--- config.mk ---
export PLATFORM = sky130hd
export DESIGN_NAME = ofmap_writeback_flat
export DESIGN_NICKNAME = d
export VERILOG_FILES = /design/src/rtl/ofmap_writeback_pkg.sv /design/src/rtl/ofmap_writeback_if.sv /design/src/rtl/ofmap_wb_fifo.sv /design/src/rtl/ofmap_writeback.sv /design/src/flat_wrapper.sv
export SDC_FILE = /design/constraint.sdc
export NUM_CORES = 1
export LEC_CHECK = 0
export ABC_CLOCK_PERIOD_IN_PS = 3380
export BUFFER_PORTS_ARGS = -buffer_cell sky130_fd_sc_hd__clkbuf_2
export CAP_MARGIN = 20
export CORE_MARGIN = 4
export CORE_UTILIZATION = 57
export CTS_BUF_LIST = sky130_fd_sc_hd__clkbuf_4 sky130_fd_sc_hd__clkbuf_8 sky130_fd_sc_hd__clkbuf_16
export CTS_CLUSTER_DIAMETER = 30
export CTS_CLUSTER_SIZE = 12
export DETAILED_ROUTE_END_ITERATION = 12
export GPL_ROUTABILITY_DRIVEN = 0
export PLACE_DENSITY = 0.88
export SLEW_MARGIN = 25
export SYNTH_ARGS = -nofsm -noshare
export SYNTH_HDL_FRONTEND = slang
export SYNTH_SLANG_ARGS = --single-unit
--- constraint.sdc ---
create_clock -name clk -period 3.38 [get_ports clk]
set_input_delay 0.338 -clock clk [delete_from_list [all_inputs] [get_ports clk]]
set_output_delay 0.338 -clock clk [all_outputs]
set_load 0.05 [all_outputs]
--- src/rtl/ofmap_writeback_pkg.sv ---
// ofmap_writeback_pkg: shared FSM encoding, lane slicing and default sizing for the ofmap writeback path
`ifndef OFMAP_LANE
`define OFMAP_LANE(k, w, n) (w)*((n)-(k))-1 -: (w)
`endif
package ofmap_writeback_pkg;
    typedef enum logic [1:0] {
        IDLE  = 2'd0,
        RUN   = 2'd1,
        DRAIN = 2'd2,
        DONE  = 2'd3
    } wb_state_e;
    localparam int DEF_PE_SIZE    = 4;
    localparam int DEF_DATA_WIDTH = 8;
    localparam int DEF_OFMAP_ROWS = 70;
    localparam int DEF_BUF_DEPTH  = 4;
    localparam int DEF_ADDR_WIDTH = 16;
endpackage

--- src/rtl/ofmap_writeback_if.sv ---
// ofmap_writeback_if: GLB write port, valid/ready handshake with address and row data
interface ofmap_writeback_if #(
    parameter int ADDR_WIDTH = 16,
    parameter int DATA_BITS  = 32
);
    logic                  wren;
    logic                  ready;
    logic [ADDR_WIDTH-1:0] waddr;
    logic [DATA_BITS-1:0]  wdata;
    modport master (output wren, waddr, wdata, input ready);
    modport slave (input wren, waddr, wdata, output ready);
endinterface

--- src/rtl/ofmap_wb_fifo.sv ---
// ofmap_wb_fifo: show-ahead sync row buffer that accepts a push on full when a pop happens the same cycle
module ofmap_wb_fifo #(
    parameter int WIDTH = 32,
    parameter int DEPTH = 4
) (
    input  logic             clk,
    input  logic             rst,
    input  logic             push,
    input  logic             pop,
    input  logic [WIDTH-1:0] din,
    output logic [WIDTH-1:0] head,
    output logic             full,
    output logic             empty
);
    localparam int PW = $clog2(DEPTH);
    logic [WIDTH-1:0] mem [DEPTH];
    logic [PW-1:0] wp;
    logic [PW-1:0] rp;
    logic [PW:0] cnt;
    logic do_push;
    logic do_pop;
    assign do_pop  = pop && !empty;
    assign do_push = push && (!full || do_pop);
    assign full    = cnt[PW];
    assign empty   = cnt == '0;
    assign head    = mem[rp];
    // pointer and occupancy tracking
    always_ff @(posedge clk or posedge rst) begin
        if (rst) begin
            wp  <= '0;
            rp  <= '0;
            cnt <= '0;
        end else begin
            if (do_push) wp <= wp + 1'b1;
            if (do_pop) rp <= rp + 1'b1;
            cnt <= cnt + {{PW{1'b0}}, do_push} - {{PW{1'b0}}, do_pop};
        end
    end
    // row storage, contents are don't-care until written
    always_ff @(posedge clk) begin
        if (do_push) mem[wp] <= din;
    end
endmodule

--- src/rtl/ofmap_writeback.sv ---
// ofmap_writeback: ReLU, buffer and write one tile of ofmap rows to the GLB with sequential addresses
module ofmap_writeback
    import ofmap_writeback_pkg::*;
#(
    parameter int PE_SIZE    = DEF_PE_SIZE,
    parameter int DATA_WIDTH = DEF_DATA_WIDTH,
    parameter int OFMAP_ROWS = DEF_OFMAP_ROWS,
    parameter int BUF_DEPTH  = DEF_BUF_DEPTH,
    parameter int ADDR_WIDTH = DEF_ADDR_WIDTH
) (
    input  logic                          clk,
    input  logic                          rst,
    input  logic                          start_i,
    input  logic [ADDR_WIDTH-1:0]         base_addr_i,
    input  logic                          relu_en_i,
    input  logic [DATA_WIDTH*PE_SIZE-1:0] ofmap_row_i,
    input  logic                          ofmap_valid_i,
    ofmap_writeback_if.master             glb,
    output logic                          busy_o,
    output logic                          done_o,
    output logic                          overflow_o
);
    localparam int ROW_W = DATA_WIDTH * PE_SIZE;
    localparam int CNT_W = $clog2(OFMAP_ROWS + 1);
    localparam logic [CNT_W-1:0] LAST = CNT_W'(OFMAP_ROWS - 1);
    wb_state_e state;
    wb_state_e state_nx;
    logic [ADDR_WIDTH-1:0] base;
    logic relu;
    logic [CNT_W-1:0] row_cnt;
    logic [CNT_W-1:0] wr_cnt;
    logic [ROW_W-1:0] row_relu;
    logic [ROW_W-1:0] head;
    logic full;
    logic empty;
    logic wren;
    logic accept;
    logic xfer;
    logic drop;

    assign accept = state == RUN && ofmap_valid_i;
    assign xfer   = wren && glb.ready;
    assign drop   = accept && full && !xfer;

    for (genvar k = 0; k < PE_SIZE; k++) begin : g_relu
        assign row_relu[`OFMAP_LANE(k, DATA_WIDTH, PE_SIZE)] =
            (relu && ofmap_row_i[DATA_WIDTH*(PE_SIZE-k)-1]) ? '0 : ofmap_row_i[`OFMAP_LANE(k, DATA_WIDTH, PE_SIZE)];
    end

    ofmap_wb_fifo #(
        .WIDTH(ROW_W),
        .DEPTH(BUF_DEPTH)
    ) u_fifo (
        .clk  (clk),
        .rst  (rst),
        .push (accept),
        .pop  (xfer),
        .din  (row_relu),
        .head (head),
        .full (full),
        .empty(empty)
    );

    // state register
    always_ff @(posedge clk or posedge rst) begin
        if (rst) state <= IDLE;
        else state <= state_nx;
    end

    // next state: an overflowed tile never reaches the full write count, so an empty buffer also ends DRAIN
    always_comb begin
        state_nx = state;
        unique case (state)
            IDLE:  if (start_i) state_nx = RUN;
            RUN:   if (accept && row_cnt == LAST) state_nx = DRAIN;
            DRAIN: if (empty || (xfer && wr_cnt == LAST)) state_nx = DONE;
            DONE:  state_nx = IDLE;
        endcase
    end

    // outputs: data is forced to zero while no write is offered so stale buffer contents never leak out
    always_comb begin
        wren   = (state == RUN || state == DRAIN) && !empty;
        busy_o = state != IDLE;
        done_o = state == DONE;
    end

    assign glb.wren  = wren;
    assign glb.waddr = base + ADDR_WIDTH'(wr_cnt);
    assign glb.wdata = wren ? head : '0;

    // tile context and counters: armed by start_i in IDLE, then advanced by accepted rows and GLB transfers
    always_ff @(posedge clk or posedge rst) begin
        if (rst) begin
            base       <= '0;
            relu       <= 1'b0;
            row_cnt    <= '0;
            wr_cnt     <= '0;
            overflow_o <= 1'b0;
        end else if (state == IDLE && start_i) begin
            base       <= base_addr_i;
            relu       <= relu_en_i;
            row_cnt    <= '0;
            wr_cnt     <= '0;
            overflow_o <= 1'b0;
        end else begin
            if (accept) row_cnt <= row_cnt + 1'b1;
            if (xfer) wr_cnt <= wr_cnt + 1'b1;
            if (drop) overflow_o <= 1'b1;
        end
    end
endmodule

--- src/flat_wrapper.sv ---
// flat-port wrapper written by rule: the top's interface ports become plain ports
module ofmap_writeback_flat import ofmap_writeback_pkg::*;
#(
    parameter int PE_SIZE    = DEF_PE_SIZE,
    parameter int DATA_WIDTH = DEF_DATA_WIDTH,
    parameter int OFMAP_ROWS = DEF_OFMAP_ROWS,
    parameter int BUF_DEPTH  = DEF_BUF_DEPTH,
    parameter int ADDR_WIDTH = DEF_ADDR_WIDTH
)
  (clk, rst, start_i, base_addr_i, relu_en_i, ofmap_row_i, ofmap_valid_i, busy_o, done_o, overflow_o, glb_wren, glb_waddr, glb_wdata, glb_ready);
  ofmap_writeback_if #(.ADDR_WIDTH(ADDR_WIDTH), .DATA_BITS(32)) glb_i ();
  input  logic clk;
  input  logic rst;
  input  logic start_i;
  input  logic [ADDR_WIDTH-1:0] base_addr_i;
  input  logic relu_en_i;
  input  logic [DATA_WIDTH*PE_SIZE-1:0] ofmap_row_i;
  input  logic ofmap_valid_i;
  output logic busy_o;
  output logic done_o;
  output logic overflow_o;
  output wire logic [$bits(glb_i.wren)-1:0] glb_wren;
  output wire logic [$bits(glb_i.waddr)-1:0] glb_waddr;
  output wire logic [$bits(glb_i.wdata)-1:0] glb_wdata;
  input wire logic [$bits(glb_i.ready)-1:0] glb_ready;
  assign glb_wren = glb_i.wren;
  assign glb_waddr = glb_i.waddr;
  assign glb_wdata = glb_i.wdata;
  assign glb_i.ready = glb_ready;
  ofmap_writeback #(.PE_SIZE(PE_SIZE), .DATA_WIDTH(DATA_WIDTH), .OFMAP_ROWS(OFMAP_ROWS), .BUF_DEPTH(BUF_DEPTH), .ADDR_WIDTH(ADDR_WIDTH)) u_core (.clk(clk), .rst(rst), .start_i(start_i), .base_addr_i(base_addr_i), .relu_en_i(relu_en_i), .ofmap_row_i(ofmap_row_i), .ofmap_valid_i(ofmap_valid_i), .glb(glb_i), .busy_o(busy_o), .done_o(done_o), .overflow_o(overflow_o));
endmodule
==> run metrics, run 1 <==
status=completed; Worst slew margin=34.66%; endpoints failing setup=0; CP peak stage delay=0.48 ns; Arr. time, crit path=2.86 ns; max frequency=313.0 MHz; CP top delay family=adder cells; crit path time final=3.195 ns; WHS Endpoint=u_core.base[1]$_DFFE_PP0P_; TritonCTS Buffers=17; cell taking the most area after synthesis=edfxtp_1; CTS tree=done; share of the synthesized area in the top cell type=51.87%; Final Hold Viols=0; post-route cell area=8864 sq um; clock skew=0.01153 ns; MaxCap Viol Count=0; gr busiest metal=met2; critical path launch point type=flip-flop; Routed WL=15.70 mm; clock sink count=169; worst min path class=in2reg; Post-CTS Setup Inserts=0; Worst R2R Start=u_core.state[1]$_DFFE_PP0P_; CP max stage cell=dfrtp_1; Cell Area, Placed=8180 sq um; die area=14,890 sq um; Hold Startpoint=base_addr_i[1]; DRC=0; Core ar.=12,670 sq um; Min Hold Slack=0.1255 ns; Setup crit end kind=output port; Crit path required time=3.04 ns; dominant cells by area after synthesis=edfxtp_1 52%, dfrtp_1 14%, mux4_2 9.7%, ha_1 3.7%, and2_1 2.9%; measured slew at the worst slew-check pin=0.9801 ns; total track usage=22.34%; worst path buffer plus inverter count=2; Layout Nets=658; CTS Root Cell=clkbuf_16; share of cells above drive strength 1=36.42%; Syn Nets=538; Iter 0 DRT Violations=407; H-tree depth=4; first-pass GRT wire length=24.73 mm; DRT Pass-1 Iters=7; die height=122.0 um; cell-by-cell trace of the critical path=ha_1 -> inv_1 -> fa_1 -> nand2b_1 -> a21o_1 -> a21boi_2 -> o2111a_1 -> xor2_1 -> buf_2; Commonest cells post-synth=128 x edfxtp_1, 41 x dfrtp_1, 34 x and2_1; R2R cell count=10; GR Util met3=4.085%; number of synthesized flops with an enable pin=128; largest net degree at the start of global routing=35; sequential share of the synthesized area=65.71%; Synth Area per Inst=16.11 sq um; met2 usage=36.57%; initial core utilization=58.49%; Detail Route Antenna Nets=0; flop-to-flop setup slack=0.69 ns; placed cells=732; number of global-route vias before repair=4,530; synthesized area=7411 sq um; Yosys reg bits=169; Layout Cells excl Fill=766; count of pins over their slew limit=0; Port Buf Inserts=105; critical setup path kind=reg2out; Ys Warns=0; TNS Setup=0 ns; cells after synthesis=460; most common cell in the synthesized netlist=edfxtp_1; r2r endpoint=u_core.u_fifo.cnt[2]$_DFF_PP0_; vias=4,407; FP Rows=41; Reg clk slew, reported paths=0.06 ns; initial antenna violation count=0; wire per inst=20.50 um; GRT met1 Usage=29.85%; area delta synth->final=19.60%; asr flop ratio synth=24.26%; RSZ-0062 raised after global routing=false; top_reg_cell synth=edfxtp_1; Hold Crit Depth=3; # IOs=106; vias per cell=5.753; Die W=122.0 um; Synth cell types=41; Longest Clk Path Bufs=2; global route overflow=0; detailed placement HPWL=10.14 mm; Final Cycle Share=94.52%; Crit Path Max Fanout=6; Worst-Skew Late Latency=0.43 ns
## placed cells by master (no fill, tap or decap), drive strengths merged
cell type / netlist / layout
edfxtp: 128 / 128
clkbuf: 12 / 122
dfrtp: 41 / 41
and3: 37 / 37
and2: 34 / 34
mux4: 32 / 32
inv: 17 / 23
ha: 22 / 22
nor2: 18 / 18
xnor2: 17 / 17
mux2: 17 / 17
nand2: 16 / 16
buf: 8 / 16
xor2: 13 / 13
o21ai: 5 / 5
bufinv: 0 / 5
nand3: 5 / 5
nand4: 4 / 4
a21oi: 4 / 4
o211ai: 4 / 4
nor2b: 4 / 4
a211oi: 3 / 3
a21o: 3 / 3
a31oi: 2 / 2
nand2b: 2 / 2
fa: 2 / 2
clkinvlp: 0 / 2
a21boi: 2 / 2
diode: 0 / 1
or3: 1 / 1
nor4: 1 / 1
nand3b: 1 / 1
o41ai: 1 / 1
and4: 1 / 1
a31o: 1 / 1
o2111a: 1 / 1
o32a: 1 / 1
clkinv: 0 / 1
dlygate4sd3: 0 / 1
## final cells by class
cell class / instances / area [sq um]
Timing Repair Buffer: 121 / 648.1
Fill cell: 803 / 3807
Tap cell: 172 / 215.2
Clock inverter: 14 / 234.0
Sequential cell: 169 / 4871
Antenna cell: 1 / 2.502
Inverter: 17 / 66.31
Clock buffer: 18 / 432.9
Multi-Input combinational cell: 254 / 2394
## worst max path at each step
stage	from	end	depth (start not counted)
final	u_core.wr_cnt[0]$_DFFE_PP0P_	glb_waddr[10]	9
after global placement	u_core.wr_cnt[0]$_DFFE_PP0P_	glb_waddr[10]	9
after CTS	u_core.wr_cnt[0]$_DFFE_PP0P_	glb_waddr[10]	9
after global routing	u_core.wr_cnt[0]$_DFFE_PP0P_	glb_waddr[10]	9
after detailed placement	u_core.wr_cnt[0]$_DFFE_PP0P_	glb_waddr[10]	9
after floorplan	u_core.wr_cnt[0]$_DFFE_PP0P_	glb_waddr[10]	8
## per-stage QoR
stage / setup slack, ns / utilization [%]
final: 0.1853 / 69.95
after global routing: 0.02022 / 69.93
after CTS: 0.07056 / 69.90
after detailed placement: 0.5680 / 64.56
after global placement: 0.6418 / 64.56
after floorplan: 0.4526 / -
## state kept, by name, summed over array words and instances (netlist names)
signal             flops
u_core.u_fifo.mem    128
u_core.base           16
u_core.row_cnt         7
u_core.wr_cnt          7
u_core.u_fifo.cnt      3
u_core.state           2
u_core.u_fifo.rp       2
u_core.u_fifo.wp       2
u_core.overflow_o      1
u_core.relu            1
## logic make-up (layout without fill, tap and decap cells)
group,after synthesis,after routing,synth area share [%]
buffers and inverters,37,170,2.110
adders and majority gates,24,24,4.255
AOI/OAI and AO/OA,27,27,2.532
xor gates and xnor gates,30,30,3.545
and+or+nand+nor,124,124,9.539
muxes,49,49,12.31
other,0,1,0
DFF,169,169,65.71
## metal layers
layer  routed length [um]  part of all wire (%)
met1                 6521                    42
met2                 7959                    51
met3                  798                   5.1
met4                  423                   2.7
met5                    0                     0
## timing repair
action | CTS | global route
hold buffers | 1 | 0
endpoints found under the hold margin | 28 | 0
setup endpoints to repair | 0 | 3
resized for setup | 0 | 2
## worst register-to-register path, cell delays in order, from the launching register on
cell	delay (ns)
dfrtp_1	0.41
inv_1	0.12
ha_1	0.19
and2_1	0.25
a21boi_1	0.48
inv_1	0.09
ha_1	0.30
inv_1	0.05
ha_1	0.18
fa_1	0.37
xnor2_1	0.13
Power of run 1 is left out: the tool's default activity adds up to more than one toggle a clock period on the data nets, which glitch-free logic cannot reach.
==> run 2: changes to the inputs <==
--- a/config.mk
+++ b/config.mk
@@ -8,6 +8,7 @@
 export ABC_CLOCK_PERIOD_IN_PS = 3380
 export BUFFER_PORTS_ARGS = -buffer_cell sky130_fd_sc_hd__clkbuf_2
 export CAP_MARGIN = 20
+export CORE_ASPECT_RATIO = 0.6
 export CORE_MARGIN = 4
 export CORE_UTILIZATION = 57
 export CTS_BUF_LIST = sky130_fd_sc_hd__clkbuf_4 sky130_fd_sc_hd__clkbuf_8 sky130_fd_sc_hd__clkbuf_16
@@ -15,7 +16,7 @@
 export CTS_CLUSTER_SIZE = 12
 export DETAILED_ROUTE_END_ITERATION = 12
 export GPL_ROUTABILITY_DRIVEN = 0
-export PLACE_DENSITY = 0.88
+export PLACE_DENSITY = 0.79
 export SLEW_MARGIN = 25
 export SYNTH_ARGS = -nofsm -noshare
 export SYNTH_HDL_FRONTEND = slang
==> run metrics, run 2 (synthesis gave the netlist of run 1 again) <==
status=completed; dpl ws=0.5028 ns (-0.06516 ns); Layout Nets=658 (unchanged); critical path launch point type=flip-flop; total track usage=22.46% (+0.13 points); max frequency=314.2 MHz (+0.38%); critical setup path kind=reg2out; Iter 0 DRT Violations=332 (-18%); area delta synth->final=19.30%; RSZ-0062 raised after global routing=false; most frequent cells in the layout=128 x edfxtp_1, 104 x clkbuf_2, 40 x dfrtp_1, 33 x and3_1, 32 x mux4_2; most flop-heavy register=u_core.u_fifo.mem; crit path time final=3.183 ns (-0.01211 ns); vias=4,371 (-0.82%); measured slew at the worst slew-check pin=0.6269 ns (-0.3532 ns); # diodes=0 (-1); global route overflow=0 (unchanged); wire per inst=21.21 um (+3.5%); CP startpoint=u_core.wr_cnt[0]$_DFFE_PP0P_; Arr. time, crit path=2.84 ns (-0.02 ns); TNS Setup=0 ns (unchanged); Crit Path Max Fanout=6 (unchanged); Min Hold Slack=0.1362 ns (+0.01071 ns); MaxCap Viol Count=0 (unchanged); Core ar.=12,370 sq um (-2.4%); R2R cell count=10 (unchanged); cell-by-cell trace of the critical path=ha_1 -> inv_1 -> fa_1 -> nand2b_1 -> a21o_1 -> a21boi_2 -> o2111a_1 -> xor2_1 -> clkbuf_4; Worst-Skew Late Latency=0.42 ns (about the same); share of cells above drive strength 1=36.42% (unchanged); vias per cell=5.766 (+0.23%); CTS tree=done; clock skew=0.009354 ns (-0.002180 ns); Worst slew margin=58.21% (+24 points); Final Cycle Share=94.16% (-0.36 points); top flop regs=u_core.u_fifo.mem (128), u_core.base (16); initial core utilization=59.89% (+1.4 points); Port Buf Inserts=105 (unchanged); Reg clk slew, reported paths=0.06 ns (about the same); clock sink count=169 (unchanged); TritonCTS Buffers=17 (unchanged); r2r endpoint=u_core.u_fifo.cnt[2]$_DFF_PP0_; die height=96.32 um (-21%); flop-to-flop setup slack=0.52 ns (-0.17 ns); Longest Clk Path Bufs=2 (unchanged); CP peak stage delay=0.46 ns (-0.02 ns); first-pass GRT wire length=25.05 mm (+1.3%); commonest non-fill, non-tap cell in the layout=edfxtp_1; largest net degree at the start of global routing=35 (unchanged); CP max stage cell=dfrtp_1; endpoints failing setup=0 (unchanged); Setup crit end kind=output port; number of flip-flops in the largest register=128 (unchanged); worst setup margin=0.1974 ns (+0.01211 ns); DRC=0 (unchanged); Worst R2R Start=u_core.state[1]$_DFFE_PP0P_; # IOs=106 (unchanged); Crit path required time=3.04 ns (about the same); initial antenna violation count=0 (unchanged); Final Hold Viols=0 (unchanged); Hold Crit Depth=3 (unchanged); FP Rows=31 (-24%); worst min path class=in2reg; Routed WL=16.08 mm (+2.4%); number of global-route vias before repair=4,536 (+0.13%); detailed placement HPWL=10.12 mm (-0.22%); H-tree depth=4 (unchanged); Post-CTS Setup Inserts=0 (unchanged); CTS Root Cell=clkbuf_16; Detail Route Antenna Nets=0 (unchanged); DRT Pass-1 Iters=7 (unchanged); crit path capture=glb_waddr[10]; Die W=155.2 um (+27%); count of pins over their slew limit=0 (unchanged); die area=14,950 sq um (+0.40%)
run 2: cell count changes in the layout (fill, tap and decap cells not counted), sizes merged:
cell      before  now
clkbuf       122  123
clkinv         1    3
buf           16   15
diode          1    0
clkinvlp       2    4
inv           23   19
run 2: layout make-up:
class | count | area (sq um)
Clock buffer | 18 | 432.9
Clock inverter | 14 | 220.2
Fill cell | 811 | 3532
Inverter | 17 | 66.31
Multi-Input combinational cell | 254 | 2394
Sequential cell | 169 | 4871
Tap cell | 165 | 206.4
Timing Repair Buffer | 121 | 650.6
run 2: layer usage:
layer  share of wire (%)  vias up  global-route usage [%]
li1                    -     1976                       -
met1                  45     2215                   31.12
met2                  47      162                   36.78
met3                 6.9       18                   4.897
met4                 1.1        0                   6.264
met5                   0        -                       0
run 2: worst min-delay path by stage:
stage / to / startpoint
floorplan: u_core.base[1]$_DFFE_PP0P_ / base_addr_i[1]
global placement: u_core.u_fifo.cnt[0]$_DFF_PP0_ / u_core.u_fifo.cnt[0]$_DFF_PP0_
detailed placement: u_core.base[9]$_DFFE_PP0P_ / rst
CTS: u_core.base[1]$_DFFE_PP0P_ / base_addr_i[1]
global route: u_core.base[7]$_DFFE_PP0P_ / base_addr_i[7]
finish: u_core.base[1]$_DFFE_PP0P_ / base_addr_i[1]
run 2: what timing repair did:
action,4_1_cts,5_1_grt
gates resized for setup,0,3
hold buffers,1,0
hold endpoints to repair,25,0
setup endpoints to repair,0,4
run 2: per-stage QoR:
stage               utilization (%)  cell area (sq um)  cells
global route                  71.45               8841    758
finish                        71.45               8841    758
CTS                           71.40               8835    758
floorplan                         -               7411    460
detailed placement            66.04               8172    725
global placement              66.04               8172    725
run 2: critical path, delay by kind of cell (launching register included):
kind / cells / cell delay (ns)
xor gates and xnor gates: 1 / 0.14
buffers and inverters: 2 / 0.31
and+or+nand+nor: 1 / 0.19
AOI/OAI and AO/OA: 3 / 0.68
DFF: 1 / 0.46
adders and majority gates: 2 / 0.65
Power of run 2 is left out for the same reason.
